<file path="src/rtl/ffo_pkg.sv">
// ffo_pkg: shared definitions for the find-first-one index streamer.
//   N_DEFAULT        default request-mask width
//   N_MAX            widest mask onehot_count_le1 accepts (narrower masks are zero-extended)
//   state_t          streamer FSM states (IDLE, EMIT)
//   onehot_count_le1 true when at most one bit of the mask is set
package ffo_pkg;

    localparam int unsigned N_DEFAULT = 32;
    localparam int unsigned N_MAX     = 256;

    typedef enum logic {
        IDLE = 1'b0,
        EMIT = 1'b1
    } state_t;

    // Clearing the lowest set bit leaves zero only for masks with at most one bit set.
    function automatic logic onehot_count_le1(input logic [N_MAX-1:0] m);
        return (m & (m - N_MAX'(1))) == '0;
    endfunction

endpackage

</file>
<file path="src/rtl/ffo_index_streamer_if.sv">
// ffo_index_streamer_if: mask-in / index-out handshake bundle.
//   in_valid, in_mask[0:N-1], in_ready          mask offer (bit 0 = highest priority)
//   out_valid, out_ready                        index beat handshake
//   out_idx[0:IDX_W-1], out_last, out_zero      beat payload (out_idx bit 0 = MSB)
// master drives the mask and out_ready; slave is the streamer.
interface ffo_index_streamer_if
    import ffo_pkg::*;
#(
    parameter int unsigned N = N_DEFAULT
) ();

    localparam int unsigned IDX_W = $clog2(N);

    logic             in_valid;
    logic             in_ready;
    logic [0:N-1]     in_mask;
    logic             out_valid;
    logic             out_ready;
    logic [0:IDX_W-1] out_idx;
    logic             out_last;
    logic             out_zero;

    modport master (
        output in_valid, in_mask, out_ready,
        input  in_ready, out_valid, out_idx, out_last, out_zero
    );

    modport slave (
        input  in_valid, in_mask, out_ready,
        output in_ready, out_valid, out_idx, out_last, out_zero
    );

endinterface

</file>
<file path="src/rtl/ffo_prio_enc.sv">
// ffo_prio_enc: combinational priority encoder, binary tree of two-input merge nodes.
//   mask[0:N-1]          input, bit 0 has highest priority
//   v                    any bit of mask set
//   idx[0:$clog2(N)-1]   index of the leftmost set bit (bit 0 = MSB); all ones when v=0
module ffo_prio_enc #(
    parameter int unsigned N = 32
) (
    input  logic [0:N-1]          mask,
    output logic                  v,
    output logic [0:$clog2(N)-1]  idx
);

    if (N == 2) begin : g_leaf
        always_comb begin
            v   = mask[0] | mask[1];
            idx = ~mask[0];
        end
    end else begin : g_node
        logic                    v_l, v_r;
        logic [0:$clog2(N)-2]    idx_l, idx_r;

        ffo_prio_enc #(.N(N/2)) u_left (
            .mask (mask[0:N/2-1]),
            .v    (v_l),
            .idx  (idx_l)
        );

        ffo_prio_enc #(.N(N/2)) u_right (
            .mask (mask[N/2:N-1]),
            .v    (v_r),
            .idx  (idx_r)
        );

        // Index MSB says "not in the left half"; low bits come from the winning child.
        always_comb begin
            v   = v_l | v_r;
            idx = {~v_l, (v_l ? idx_l : idx_r)};
        end
    end

endmodule

</file>
<file path="src/rtl/ffo_index_streamer.sv">
// ffo_index_streamer: walks an N-bit request mask and emits the index of every set
// bit, leftmost first, one beat per cycle; an all-zero mask yields a single beat
// flagged out_zero.
//   clk     rising-edge clock
//   rst_n   asynchronous active-low reset
//   bus     ffo_index_streamer_if slave (mask in, index beats out)
module ffo_index_streamer
    import ffo_pkg::*;
#(
    parameter int unsigned N = N_DEFAULT
) (
    input  logic                 clk,
    input  logic                 rst_n,
    ffo_index_streamer_if.slave  bus
);

    localparam int unsigned IDX_W = $clog2(N);

    state_t           state_q, state_d;
    logic [0:N-1]     rem_q, rem_d;
    logic             zero_q, zero_d;

    logic             enc_v;
    logic [0:IDX_W-1] enc_idx;

    logic             emit;
    logic             last;
    logic             beat;
    logic             ready;
    logic             accept;

    ffo_prio_enc #(.N(N)) u_enc (
        .mask (rem_q),
        .v    (enc_v),
        .idx  (enc_idx)
    );

    always_comb begin
        emit   = (state_q == EMIT);
        last   = emit & (zero_q | onehot_count_le1(N_MAX'(rem_q)));
        beat   = emit & bus.out_ready;
        // Finishing beat frees the slot in the same cycle, so masks chain without a bubble.
        ready  = (state_q == IDLE) | (beat & last);
        accept = bus.in_valid & ready;

        state_d = state_q;
        rem_d   = rem_q;
        zero_d  = zero_q;

        if (beat) begin
            if (enc_v) begin
                rem_d[enc_idx] = 1'b0;
            end
            if (last) begin
                state_d = IDLE;
            end
        end

        if (accept) begin
            rem_d   = bus.in_mask;
            zero_d  = (bus.in_mask == '0);
            state_d = EMIT;
        end
    end

    always_ff @(posedge clk or negedge rst_n) begin
        if (!rst_n) begin
            state_q <= IDLE;
            rem_q   <= '0;
            zero_q  <= 1'b0;
        end else begin
            state_q <= state_d;
            rem_q   <= rem_d;
            zero_q  <= zero_d;
        end
    end

    // Encoder reports all ones on an empty mask; force index 0 there.
    assign bus.out_valid = emit;
    assign bus.out_idx   = (emit & enc_v) ? enc_idx : '0;
    assign bus.out_last  = last;
    assign bus.out_zero  = emit & zero_q;
    assign bus.in_ready  = ready;

endmodule

</file>
<file path="src/flat_wrapper.sv">
// flat-port wrapper written by rule: the top's interface ports become plain ports
module ffo_index_streamer_flat import ffo_pkg::*;
#(
    parameter int unsigned N = N_DEFAULT
)
  (clk, rst_n, bus_in_valid, bus_in_mask, bus_out_ready, bus_in_ready, bus_out_valid, bus_out_idx, bus_out_last, bus_out_zero);
  ffo_index_streamer_if #(.N(N)) bus_i ();
  input  logic clk;
  input  logic rst_n;
  input wire logic [$bits(bus_i.in_valid)-1:0] bus_in_valid;
  input wire logic [$bits(bus_i.in_mask)-1:0] bus_in_mask;
  input wire logic [$bits(bus_i.out_ready)-1:0] bus_out_ready;
  output wire logic [$bits(bus_i.in_ready)-1:0] bus_in_ready;
  output wire logic [$bits(bus_i.out_valid)-1:0] bus_out_valid;
  output wire logic [$bits(bus_i.out_idx)-1:0] bus_out_idx;
  output wire logic [$bits(bus_i.out_last)-1:0] bus_out_last;
  output wire logic [$bits(bus_i.out_zero)-1:0] bus_out_zero;
  assign bus_i.in_valid = bus_in_valid;
  assign bus_i.in_mask = bus_in_mask;
  assign bus_i.out_ready = bus_out_ready;
  assign bus_in_ready = bus_i.in_ready;
  assign bus_out_valid = bus_i.out_valid;
  assign bus_out_idx = bus_i.out_idx;
  assign bus_out_last = bus_i.out_last;
  assign bus_out_zero = bus_i.out_zero;
  ffo_index_streamer #(.N(N)) u_core (.clk(clk), .rst_n(rst_n), .bus(bus_i));
endmodule
</file>
<file path="config.mk">
export PLATFORM = sky130hd
export DESIGN_NAME = ffo_index_streamer_flat
export DESIGN_NICKNAME = d
export VERILOG_FILES = /design/src/rtl/ffo_pkg.sv /design/src/rtl/ffo_index_streamer_if.sv /design/src/rtl/ffo_prio_enc.sv /design/src/rtl/ffo_index_streamer.sv /design/src/flat_wrapper.sv
export SDC_FILE = /design/constraint.sdc
export NUM_CORES = 1
export LEC_CHECK = 0
export BUFFER_PORTS_ARGS = -buffer_cell sky130_fd_sc_hd__clkbuf_2
export CAP_MARGIN = 10
export CORE_MARGIN = 3
export CORE_UTILIZATION = 58
export CTS_CLUSTER_DIAMETER = 80
export DETAILED_ROUTE_END_ITERATION = 10
export PLACE_DENSITY = 0.83
export SLEW_MARGIN = 0
export SYNTH_ARGS = -nofsm -noshare
export SYNTH_HDL_FRONTEND = slang
export SYNTH_HIERARCHICAL = 1
export SYNTH_SLANG_ARGS = --single-unit
</file>
<file path="constraint.sdc">
create_clock -name clk -period 4.1 [get_ports clk]
set_clock_uncertainty 0.05 [all_clocks]
set_input_delay 0.615 -clock clk [delete_from_list [all_inputs] [get_ports clk]]
set_output_delay 0.615 -clock clk [all_outputs]
set_load 0.05 [all_outputs]
</file>
==> results.py, run 1 <==
metrics = {
    "status": {
        "status": "finished, final reports clean",
    },
    "route": {
        "firstDrtPassIters": 5,
        "wl_per_cell_um": 18.7,
        "drc_errors": 0,
        "vias_per_cell": 6.55,
        "wirelength_um": 8680,
        "dr_total_vias": 3046,
        "ant_nets": 0,
        "first_iter_violations": 261,
    },
    "yosys": {
        "ys_seq_area_share_pct": 26.7,
        "synth_edf_count": 0,
        "synth_area_leaders": "dfrtp_1, a221o_1, a21boi_1",
        "synthesis.nets": 394,
        "syn_area_per_cell_um2": 8.91,
        "synthSimpleGateAreaFrac_pct": 22.7,
        "synth_compound_area_share_pct": 32.8,
        "synth_area_um2": 3190,
        "synthMuxAreaShare_pct": 10.1,
        "yosys.area_share.xor_xnor_pct": 0,
        "synth_flop_cell": "dfrtp_1",
        "synth_top_area_share_pct": 26.7,
        "synth_top_family_by_area": "compound AO/OA/AOI/OAI gates",
        "synth_fa_ha_area_share_pct": 0.628,
        "ys_types": 52,
        "yosys.area.top_type": "dfrtp_1",
        "async_reset_ff_share_pct": 100,
        "ys_warn_count": 6,
        "yosys_register_bits": 34,
        "synthCells": 358,
    },
    "flow_run": {
        "cap_violations": 0,
    },
    "clock_tree": {
        "cts_buffers": 5,
        "clockBufferDepth": 2,
        "htreeDepth": 2,
        "hold_buffers": 0,
        "clk_latency_ns": 0.29,
        "cts_tree": "yes",
        "root_buffer": "clkbuf_8",
        "cts_setup_buffers": 0,
        "clkTransAtPathRegs_ns": 0.07,
        "cts-resized-gates": 0,
        "cts_sinks": 34,
    },
    "power_and_ir_drop": {
        "p_leak_nw": 1.51,
        "peakVddDrop_v": 0.000259,
        "powerDensity_nw_per_um2": 291,
    },
    "critical_path": {
        "startpoint_type": "flip-flop",
        "cp.arrival_ns": 3.26,
        "cp-end-kind": "primary output",
        "crit_type": "flip-flop to primary output",
        "critPathMaxFanout": 10,
        "r2r_slack_ns": 0.46,
        "required_ns": 3.43,
    },
    "timing": {
        "finalHoldViolations": 0,
        "relSlewSlack_pct": 20.6,
        "period_share_pct": 95.8,
        "post-route-min-period_ns": 3.93,
        "worst-slew-pin-transition_ns": 1.19,
        "setup_viol": 0,
        "fin_tns_setup_ns": 0,
        "max_freq_ghz": 0.255,
        "rsz0062_at_grt": "false",
        "maxSlewViolCount": 0,
    },
    "global_route": {
        "grt-ovfl-total": 0,
        "antenna_found_initial": 0,
        "grt_use_total_pct": 28.5,
        "grt_pass1_vias": 2856,
        "grt_max_degree": 35,
        "grt_pass1_wl_um": 14300,
    },
    "cells_and_area": {
        "drive_gt1_share_pct": 26.6,
        "design_area_um2": 3520,
        "diodes": 0,
        "mostFrequentLayoutCell": "clkbuf_2",
        "final_cell_count_no_fill": 465,
        "fin_nets": 430,
        "synthToLayoutAreaGrowth_pct": 10.4,
        "layout_common_cells": "clkbuf_2, dfrtp_1, inv_1",
    },
    "floorplan": {
        "fp.dieH_um": 80.1,
        "start_util_pct": 61.3,
        "dieWidth_um": 80.1,
        "ios": 45,
        "fp.dieArea_um2": 6420,
        "core_um2": 5200,
        "rows": 26,
    },
    "place": {
        "placed_cell_area_um2": 3430,
        "io_buffers": 44,
        "dp_cells": 457,
        "globalplace.congestion": 0.941,
        "hpwlAfterDp_um": 6520,
    },
    "hold_path": {
        "min_path_type": "input port to asynchronous set/reset pin",
    },
}
-- flip-flops by register name, indices dropped and copies added, names as in the netlist --
register              cells
u_core/rem_q             32
u_core/zero_q             1
u_core/bus.out_valid      1
-- Yosys cell counts (4+ instances only) --
master,instances
a21boi_0,16
a21boi_1,32
a21oi_1,6
a221o_1,32
and2_1,4
and3_1,5
buf_6,4
clkbuf_1,14
dfrtp_1,34
inv_1,33
mux2_2,18
mux2_4,8
nand2_1,8
nand3b_1,4
nand4_1,4
nor2_1,11
nor3_1,7
nor4_1,13
o21a_1,13
o21ai_0,7
o31ai_1,4
or2_1,17
or2_2,15
or3_1,5
-- metrics by stage --
stage	hold WS [ns]	power, W	setup slack [ns]	utilization [%]
after floorplan	0.269	0.000651	0.781	-
after global placement	0.538	0.000767	0.544	65.9
after detailed placement	0.534	0.000772	0.514	65.9
after CTS	0.401	0.00102	0.202	67.6
after global routing	0.435	0.00107	0.0638	67.6
final	0.372	0.00102	0.171	67.6
-- worst max-delay path: stages (launching register included) --
cell and delay, ns:
dfrtp_1 0.50, nor4_4 0.46, nand4_4 0.24, or4_4 0.60, o32a_1 0.23, nor4_2 0.31
and2_1 0.20, o21ai_1 0.08, nand2_1 0.08, clkbuf_2 0.27
-- final timing paths --
kind	endpoint	depth (start not counted)	startpoint
worst max-delay path	bus_in_ready	9	u_core/rem_q[24]$_DFFE_PN0P_
worst min-delay path	u_core/rem_q[26]$_DFFE_PN0P_	1	rst_n
worst max register to register	u_core/rem_q[11]$_DFFE_PN0P_	8	u_core/rem_q[24]$_DFFE_PN0P_
worst min register to register	u_core/rem_q[19]$_DFFE_PN0P_	1	u_core/rem_q[19]$_DFFE_PN0P_
max in group asynchronous	u_core/rem_q[9]$_DFFE_PN0P_	1	rst_n
min in group clk	u_core/zero_q$_DFFE_PN0P_	4	bus_in_mask[25]
-- layout make-up --
class | count | area (µm²)
Tap cell | 70 | 87.6
Fill cell | 439 | 1680
Inverter | 33 | 124
Multi-Input combinational cell | 272 | 2120
Timing Repair Buffer | 48 | 250
Clock inverter | 1 | 5.00
Sequential cell | 34 | 851
Clock buffer | 7 | 86.3
-- where the power goes --
group / leakage [nW] / internal [W] / switching (W) / total [W]
Clock: 0.0482 / 0.000135 / 0.000118 / 0.000253
Combinational: 1.15 / 0.000141 / 0.000241 / 0.000382
Sequential: 0.311 / 0.000356 / 0.0000339 / 0.000390
-- cells by family (layout without fill, tap and decap cells) --
kind of cell	count (synthesis)	after routing
and+or+nand+nor	114	114
muxes	26	26
DFF	34	34
buffers and inverters	52	89
adders and majority gates	2	2
AOI/OAI and AO/OA	130	130
-- metal layers --
layer  vias to the layer above  track usage [%]  share of wire (%)  wire length, µm
li1                       1450                -                  -                -
met1                      1441             41.3                 47             4040
met2                       147             44.9                 46             3960
met3                         8             3.36                6.8              593
met4                         0             7.43               0.96               83
met5                         -                0                  0                0
Power figures use the tool's default switching activity.
==> run 2, diff against run 1 <==
--- a/config.mk
+++ b/config.mk
@@ -9,6 +9,7 @@
 export CAP_MARGIN = 10
 export CORE_MARGIN = 3
 export CORE_UTILIZATION = 58
+export CTS_BUF_LIST = sky130_fd_sc_hd__clkbuf_8
 export CTS_CLUSTER_DIAMETER = 80
 export DETAILED_ROUTE_END_ITERATION = 10
 export PLACE_DENSITY = 0.83
==> run 2 against run 1 <==
Against the previous run: total power barely moved; maximum frequency about the same; critical path depth did not move; sequential cell count stayed put; combinational power about the same; clock power is essentially flat; count of clock-buffer cells in the layout decreased by 1; die area unchanged; first-iteration DRC count is 3.1% higher; design area unchanged; non-clock buffer count is the same; critical path type unchanged; largest cell class unchanged; largest power group unchanged.
==> results.py, run 2 (same netlist as run 1, synthesis figures left out) <==
metrics = {
    "status": {
        "status": "finished, final reports clean",
    },
    "timing": {
        "hold_slack_ns": 0.373,
        "fin_tns_setup_ns": 0,
        "maxSlewViolCount": 0,
        "post-route-min-period_ns": 3.93,
        "rsz0062_at_grt": "false",
        "max_freq_ghz": 0.254,
        "period_share_pct": 95.8,
        "setup_viol": 0,
        "finalHoldViolations": 0,
        "worst-slew-pin-transition_ns": 1.19,
        "relSlewSlack_pct": 20.9,
    },
    "flow_run": {
        "cap_violations": 0,
    },
    "global_route": {
        "antenna_found_initial": 0,
        "met1_usage_pct": 41.3,
        "grt_use_total_pct": 28.5,
        "busiest_layer": "met2",
        "met3_usage_pct": 3.36,
        "grt_max_degree": 35,
        "grt_pass1_wl_um": 14300,
        "grt_pass1_vias": 2856,
        "grt-ovfl-total": 0,
        "use_met2_pct": 44.9,
    },
    "floorplan": {
        "dieWidth_um": 80.1,
        "rows": 26,
        "fp.dieH_um": 80.1,
        "core_um2": 5200,
        "fp.dieArea_um2": 6420,
        "ios": 45,
        "start_util_pct": 61.3,
    },
    "clock_tree": {
        "clkTransAtPathRegs_ns": 0.07,
        "cts_buffers": 5,
        "cts_sinks": 34,
        "cts_setup_buffers": 0,
        "clockBufferDepth": 2,
        "cts-resized-gates": 0,
        "cts_tree": "yes",
        "hold_buffers": 0,
        "root_buffer": "clkbuf_8",
        "htreeDepth": 2,
        "clk_latency_ns": 0.29,
    },
    "critical_path": {
        "crit_type": "flip-flop to primary output",
        "ff2ff_path_depth": 8,
        "path_cells": "nor4_4 > nand4_4 > or4_4 > o32a_1 > nor4_2 > and2_1 > o21ai_1 > nand2_1 > clkbuf_2",
        "startpoint": "u_core/rem_q[24]$_DFFE_PN0P_",
        "cp_slowest_stage_delay_ns": 0.60,
        "startpoint_type": "flip-flop",
        "critPathSlowestCell": "or4_4",
        "r2r-end": "u_core/rem_q[29]$_DFFE_PN0P_",
        "cp.arrival_ns": 3.26,
        "critPathMaxFanout": 10,
        "crit_end": "bus_in_ready",
        "r2r-start": "u_core/rem_q[24]$_DFFE_PN0P_",
        "required_ns": 3.43,
        "r2r_slack_ns": 0.46,
        "cp-end-kind": "primary output",
    },
    "place": {
        "io_buffers": 44,
        "globalplace.congestion": 0.941,
        "hpwlAfterDp_um": 6520,
    },
    "cells_and_area": {
        "mostFrequentLayoutCell": "clkbuf_2",
        "diodes": 0,
        "top_register": "u_core/rem_q",
        "largest_reg_flops": 32,
        "synthToLayoutAreaGrowth_pct": 10.4,
        "drive_gt1_share_pct": 26.6,
        "layout_common_cells": "clkbuf_2, inv_1, dfrtp_1",
        "fin_nets": 430,
    },
    "power_and_ir_drop": {
        "powerDensity_nw_per_um2": 291,
        "p_leak_nw": 1.51,
        "peakVddDrop_v": 0.000260,
    },
    "route": {
        "ant_nets": 0,
        "wirelength_um": 8690,
        "dr_total_vias": 3050,
        "wl_per_cell_um": 18.7,
        "firstDrtPassIters": 5,
        "first_iter_violations": 269,
        "vias_per_cell": 6.56,
        "drc_errors": 0,
    },
    "hold_path": {
        "min_path_type": "input port to asynchronous set/reset pin",
    },
}
## run 2: report_power, final
| part | switching, W | total, W | internal (W) | leakage (nW) |
|---|---|---|---|---|
| clock network | 0.000119 | 0.000252 | 0.000133 | 0.0524 |
| logic | 0.000241 | 0.000382 | 0.000141 | 1.15 |
| registers | 0.0000343 | 0.000390 | 0.000356 | 0.311 |
## run 2: area by class of cell
type                    instances  area [µm²]
repair buffers                 48         250
flip-flops and latches         34         851
well taps                      70        87.6
fillers                       439        1680
multi-input cells             272        2120
inverters                      33         124
clock inverters                 2        8.76
clock buffers                   6        82.6
## run 2: worst min-delay path by stage
stage | from | endpoint | slack [ns] | cells past startpoint
after floorplan | rst_n | u_core/bus.out_valid$_DFFE_PN0P_ | 0.27 | 0
after global placement | u_core/rem_q[19]$_DFFE_PN0P_ | u_core/rem_q[19]$_DFFE_PN0P_ | 0.54 | 1
after detailed placement | u_core/rem_q[19]$_DFFE_PN0P_ | u_core/rem_q[19]$_DFFE_PN0P_ | 0.53 | 1
after CTS | rst_n | u_core/rem_q[14]$_DFFE_PN0P_ | 0.40 | 1
after global routing | rst_n | u_core/rem_q[25]$_DFFE_PN0P_ | 0.43 | 1
final | rst_n | u_core/rem_q[26]$_DFFE_PN0P_ | 0.37 | 1
## run 2: layer usage
metal / vias up / routed length [µm]
li1: 1448 / -
met1: 1440 / 3990
met2: 152 / 3960
met3: 10 / 660
met4: 0 / 83
met5: - / 0
## run 2: stage by stage
stage	setup slack, ns	cell area [µm²]	instances	power, W	util, %
3_5_place_dp	0.514	3430	457	0.000772	65.9
5_1_grt	0.0638	3520	465	0.00107	67.6
2_1_floorplan	0.781	3190	358	0.000651	-
4_1_cts	0.202	3520	465	0.00102	67.6
6_report	0.171	3520	465	0.00102	67.6
3_3_place_gp	0.544	3430	457	0.000767	65.9
## run 2: worst max-delay path: cells and delay by family (launching register included)
| family | cells | cell delay [ns] |
|---|---|---|
| and+or+nand+nor | 6 | 1.89 |
| DFF | 1 | 0.50 |
| buffers and inverters | 1 | 0.27 |
| AOI/OAI and AO/OA | 2 | 0.31 |
